### src/rtl/seq_mant_mul.sv
// Sequential 24x24 mantissa multiplier: one shift-add per cycle over 24 cycles.
// Optional SEQ_MUL_ZERO_BYPASS_EN: zero operands skip RUN and go straight to DONE.
module seq_mant_mul (
  input  logic        clk,
  input  logic        rst_n,
  input  logic        in_valid,
  output logic        in_ready,
  input  logic [23:0] a,
  input  logic [23:0] b,
  output logic        out_valid,
  input  logic        out_ready,
  output logic [47:0] p,
  output logic        busy
);

  localparam logic [1:0] S_IDLE = 2'd0;
  localparam logic [1:0] S_RUN  = 2'd1;
  localparam logic [1:0] S_DONE = 2'd2;

  logic [1:0]  state_q, state_d;
  logic [23:0] a_q, a_d;
  logic [24:0] acc_hi_q, acc_hi_d;
  logic [23:0] mq_q, mq_d;
  logic [4:0]  cnt_q, cnt_d;

  logic [24:0] add_sum;
  logic [24:0] sum;
  logic        unused_acc_msb;

  // The only adder; its carry lands in bit 24 and is shifted back into acc_hi[23].
  assign add_sum = {1'b0, acc_hi_q[23:0]} + {1'b0, a_q};

  // acc_hi[24] is always zero after the shift, so it never feeds anything.
  assign unused_acc_msb = acc_hi_q[24];

  always_comb begin
    state_d  = state_q;
    a_d      = a_q;
    acc_hi_d = acc_hi_q;
    mq_d     = mq_q;
    cnt_d    = cnt_q;
    sum      = mq_q[0] ? add_sum : {1'b0, acc_hi_q[23:0]};
    case (state_q)
      S_IDLE: begin
        if (in_valid) begin
          a_d      = a;
          acc_hi_d = '0;
          mq_d     = b;
          cnt_d    = '0;
          state_d  = S_RUN;
`ifdef SEQ_MUL_ZERO_BYPASS_EN
          if (a == 24'd0 || b == 24'd0) begin
            mq_d    = '0;
            state_d = S_DONE;
          end
`endif
        end
      end
      S_RUN: begin
        {acc_hi_d, mq_d} = {sum, mq_q} >> 1;
        cnt_d = cnt_q + 5'd1;
        if (cnt_q == 5'd23) state_d = S_DONE;
      end
      S_DONE: begin
        if (out_ready) state_d = S_IDLE;
      end
      default: state_d = S_IDLE;
    endcase
  end

  always_ff @(posedge clk) begin
    if (!rst_n) begin
      state_q  <= S_IDLE;
      a_q      <= '0;
      acc_hi_q <= '0;
      mq_q     <= '0;
      cnt_q    <= '0;
    end else begin
      state_q  <= state_d;
      a_q      <= a_d;
      acc_hi_q <= acc_hi_d;
      mq_q     <= mq_d;
      cnt_q    <= cnt_d;
    end
  end

  assign in_ready  = (state_q == S_IDLE);
  assign out_valid = (state_q == S_DONE);
  assign busy      = (state_q == S_RUN);
  assign p         = out_valid ? {acc_hi_q[23:0], mq_q} : 48'd0;

endmodule

### config.mk
export PLATFORM = sky130hd
export DESIGN_NAME = seq_mant_mul
export DESIGN_NICKNAME = d
export VERILOG_FILES = /design/src/rtl/seq_mant_mul.sv
export SDC_FILE = /design/constraint.sdc
export NUM_CORES = 1
export LEC_CHECK = 0
export CAP_MARGIN = 5
export CORE_MARGIN = 8
export CORE_UTILIZATION = 39
export CTS_CLUSTER_DIAMETER = 120
export CTS_CLUSTER_SIZE = 20
export DETAILED_ROUTE_END_ITERATION = 8
export HOLD_SLACK_MARGIN = 0.08
export SETUP_SLACK_MARGIN = 0.3
export SYNTH_ARGS = -nofsm -noshare
export SYNTH_HDL_FRONTEND = slang
export SYNTH_SLANG_ARGS = --single-unit
export TNS_END_PERCENT = 1
### constraint.sdc
create_clock -name clk -period 2.9 [get_ports clk]
set_input_delay 0.58 -clock clk [delete_from_list [all_inputs] [get_ports clk]]
set_output_delay 0.58 -clock clk [all_outputs]
set_load 0.01 [all_outputs]
Word-level counts from Yosys, hierarchy flattened
Cells that the tools add are included.
- output and inout bits: 51
- bits in registers: 79
- word-level logic and storage cells: 30
- equality and inequality tests: 6
- multiplexer cells: 12
- reductions and logical operators: 5
- $add $sub $neg: 2
- operators with widths (operator ; number):
    case mux 24 bit (2 select lines) ; 2
    2-to-1 mux 24 bit ; 2
    2-to-1 mux 48 bit ; 1
    adder 24 x 24 -> 25 bit ; 1
    2-to-1 mux 25 bit ; 1
    case mux 5 bit (2 select lines) ; 1
    2-to-1 mux 2 bit ; 3
    case mux 2 bit (3 select lines) ; 1
    adder 5 x 1 -> 5 bit, second input constant ; 1
    equality test 5 bit, second input constant ; 1
    2-to-1 mux 5 bit ; 1
    != test 2 x 1 -> 1 bit, second input constant ; 2
    AND reduction 2 bit ; 2
    AND reduction 3 bit ; 1
    equality test 2 x 1 -> 1 bit, second input constant ; 1
    equality test 2 bit, second input constant ; 1
    logical NOT 2 bit ; 1
    != test 2 bit, second input constant ; 1
    nonzero test 2 bit ; 1

Longest topological paths before layout
- depth in word-level cells: 3
- mapped depth: 9

Least setup slack after synthesis
Ideal clock, no wire load.
- path kind: reg-to-reg
- start: reg a_q[0]
- end: reg acc_hi_q[13]
- stages on the path, launching flop included: 10
- slack: 641 ps
- arrival: 2132 ps
- buffers on the path: 0
- data required time: 2772 ps
- library setup time: 128 ps
- path through: dfxtp_1 > ha_1 > fa_1 > a21oi_1 > o22a_2 > o221ai_2 > a221oi_4 > xnor2_1 > a222oi_1 > nor2_1
- longest elaborated chain between the ends: 3
- RTL lines (element ; line ; text):
    from (decl) ; 21 ; logic [23:0] a_q, a_d;
    from (signal assigned) ; 74 ; a_q <= '0;
    from (signal assigned) ; 80 ; a_q <= a_d;
    adder 24 x 24 -> 25 bit ; 31 ; assign add_sum = {1'b0, acc_hi_q[23:0]} + {1'b0, a_q};
    2-to-1 mux 25 bit ; 42 ; sum = mq_q[0] ? add_sum : {1'b0, acc_hi_q[23:0]};
    case mux 24 bit (2 select lines) ; 43 ; case (state_q)
    to (signal assigned) ; 81 ; acc_hi_q <= acc_hi_d;
    to (decl) ; 22 ; logic [24:0] acc_hi_q, acc_hi_d;
No other way between the ends.
A chain may end at the register's enable or synchronous reset.

Worst setup path in the final report
Same ends and word-level chain as after synthesis.

==> metrics.csv <==
stage;metric;value;unit
worst_setup_path;Worst R2R End;acc_hi_q[13];
drt;WL/cell;16.2;um
cells_and_area;n_diodes;0;
drt;DR iter-0 viols;281;
worst_setup_path;RR Startpoint;a_q[0];
global_routing;number of global-route vias before repair;4589;
pwr;Power Density;424;mW/mm^2
yosys;Synth area leader;dfxtp_1;
global_routing;largest net degree at the start of global routing;52;
yosys;post-synthesis register bit count;79;
clock_tree;Clock Latency Late Sink;330;ps
clock_tree;clock root buffer;clkbuf_16;
yosys;synthesized area;0.00472;sq mm
floorplanning;Die Y-Extent;126;um
cells_and_area;fin util;51.6;%
worst_setup_path;WP data arrival;2750;ps
drt;Detailed Routing Iterations Pass 1;5;
sta;skew final;5.97;ps
worst_setup_path;launch point of the worst path;a_q[0];
sta;worst slew pin tran;819;ps
placed_design;Final GP Congestion;0.895;
yosys;most numerous cell in the Yosys netlist;nand2_1;
clock_tree;CTS tree;done;
placed_design;DP Wirelength;9950;um
yosys;cells after synthesis;631;
yosys;Mapped Nets;709;
drt;post-route ant nets;0;
worst_setup_path;critical path peak fanout;4;
sta;setup_tns;0;ps
pwr;static leakage;2.43;nW
cells_and_area;Layout Area Growth over Synthesis;30.2;%
sta;Final period util;87.4;%
clock_tree;Worst-path clk slew;60;ps
worst_hold_path;min-delay worst type;reg -> reg;
floorplanning;DIE WIDTH;126;um
global_routing;initial antenna violation count;0;
floorplanning;Core ar.;0.0119;sq mm
worst_setup_path;crit path kind;reg -> reg;
yosys;most common library cells after synthesis;147 x nand2_1, 79 x dfxtp_1, 59 x nor2_1;
yosys;Synth async-reset ratio;0;%
yosys;distinct cell type count of the synthesized netlist;49;
sta;Hold Vio Cnt, Final;0;
drt;Post-route DRC;0;
outcome;status;finished, final reports clean;
sta;final slew viol count;0;
worst_hold_path;min-delay src;a_q[18];
global_routing;grt ovf;0;
drt;vias per inst;5.43;
worst_setup_path;worst-case reg-to-reg path depth;9;
global_routing;first-pass GRT wire length;23400;um
drt;via count;4690;
worst_setup_path;Critical Path Sink Type;flop;
worst_setup_path;Reg2Reg Setup Slack;360;ps
yosys;Most used DFF post-synth;dfxtp_1;
global_routing;Tot GR Track Use;17.6;%
worst_hold_path;hold depth;2;
floorplanning;I/O pins;103;
drt;WL final;14000;um
yosys;number of synthesized flops with an enable pin;0;
clock_tree;CTS H-tree lvls;3;
yosys;Ys Warns;0;
placed_design;IO buf count;102;
worst_setup_path;Worst Path Required;3110;ps
sta;RSZ-0062 raised after global routing;yes;
sta;FMAX;394;MHz
floorplanning;Initial Util;39.6;%
clock_tree;Post-CTS Hold Buffers;0;
cells_and_area;layout cells sized above 1;5.16;%
clock_tree;clk sink count;79;
yosys;largest cells by area after synthesis;dfxtp_1 34%, nand2_1 12%, and2_1 6.6%, ha_1 6.6%, a21oi_1 5.9%;
floorplanning;Site Rows;40;
sta;Final Setup Violations;0;
floorplanning;die area;0.0159;sq mm
yosys;syn_area_per_cell;7.48;sq um
worst_setup_path;Critical Path Start Type;flop;
sta;minimum clock period;2540;ps
yosys;sequential element share of the synthesized area;33.5;%
flow_run;max cap viols;0;
worst_hold_path;Hold EP;a_q[18];
sta;Max-slew headroom;45.2;%
clock_tree;CTS buffer count;9;
clock_tree;clk buf depth;2;
yosys;Synth top area share;33.5;%
pwr;Peak VDD IR;0.000237;V
cells_and_area;# nets final;791;
==> critical path, cell delays in order (launching register included) <==
cell      delay [ps]
dfxtp_1          320
ha_1             220
fa_1             410
a21oi_1          210
o22a_2           200
o221ai_2         160
a221oi_4         390
xnor2_1          120
a222oi_1         330
nor2_1            70
==> stage by stage <==
step | hold slack, ps | area [sq um] | instances | power, mW | worst slack (ps)
2_1_floorplan | 441 | 4720 | 631 | 1.44 | 641
3_3_place_gp | 453 | 5880 | 849 | 1.59 | 399
3_5_place_dp | 455 | 5880 | 849 | 1.59 | 380
4_1_cts | 464 | 6140 | 864 | 2.63 | 352
5_1_grt | 486 | 6140 | 864 | 2.72 | 187
6_report | 461 | 6140 | 864 | 2.60 | 365
==> sequential cells by signal, summed over array words and instances, names as in the netlist <==
name / cells
mq_q: 24
cnt_q: 5
acc_hi_q: 24
state_q: 2
a_q: 24
==> repair_timing <==
action / CTS / global route
gates resized for setup: 1 / 1
gates cloned: 0 / 0
setup buffers: 0 / 0
setup endpoints to repair: 2 / 6
==> metal layers <==
layer	part of all wire (%)	global-route usage, %	vias to the layer above
met4	0.86	5.31	0
met3	4.4	3.08	9
met1	47	22.7	2197
met5	0	0	-
li1	-	-	2373
met2	48	29.3	111
==> layout by cell type, fill, tap and decap left out, types with 9 or more instances in the layout <==
| cell | n |
|---|---|
| a311oi_1 | 26 |
| o21ai_0 | 18 |
| clkbuf_16 | 9 |
| dfxtp_1 | 79 |
| xnor2_1 | 11 |
| nor2_1 | 59 |
| a31oi_1 | 14 |
| and2_1 | 49 |
| a21oi_1 | 56 |
| nand3_1 | 11 |
| ha_1 | 25 |
| a21o_1 | 10 |
| nand2_1 | 147 |
| clkdlybuf4s50_1 | 102 |
==> worst max-delay path by stage <==
stage | cells after the start | end | slack [ps]
6_report | 9 | acc_hi_q[13] | 360
5_1_grt | 9 | acc_hi_q[13] | 190
4_1_cts | 4 | p[25] | 350
3_5_place_dp | 9 | acc_hi_q[11] | 380
3_3_place_gp | 9 | acc_hi_q[11] | 400
2_1_floorplan | 9 | acc_hi_q[13] | 640
==> layout make-up <==
cell class / count / area [sq um]
clock inverters: 1 / 5.00
flip-flops and latches: 79 / 1580
repair buffers: 113 / 1130
fillers: 1219 / 5770
inverters: 8 / 30.0
clock buffers: 14 / 254
well taps: 147 / 184
multi-input cells: 502 / 2950
==> power by group <==
part	internal (mW)	switching, mW
Combinational	0.170	0.215
Sequential	1.14	0.0418
Clock	0.599	0.433
Total	1.91	0.690
==> cells by family after synthesis <==
| family | after synthesis | share of synthesized area [%] |
|---|---|---|
| xor gates and xnor gates | 19 | 3.53 |
| buffers and inverters | 50 | 4.03 |
| AOI/OAI and AO/OA | 166 | 23.9 |
| muxes | 5 | 1.11 |
| and+or+nand+nor | 286 | 26.8 |
| DFF | 79 | 33.5 |
| adders and majority gates | 26 | 7.06 |
Note: power is estimated with default switching activity, not from simulation.
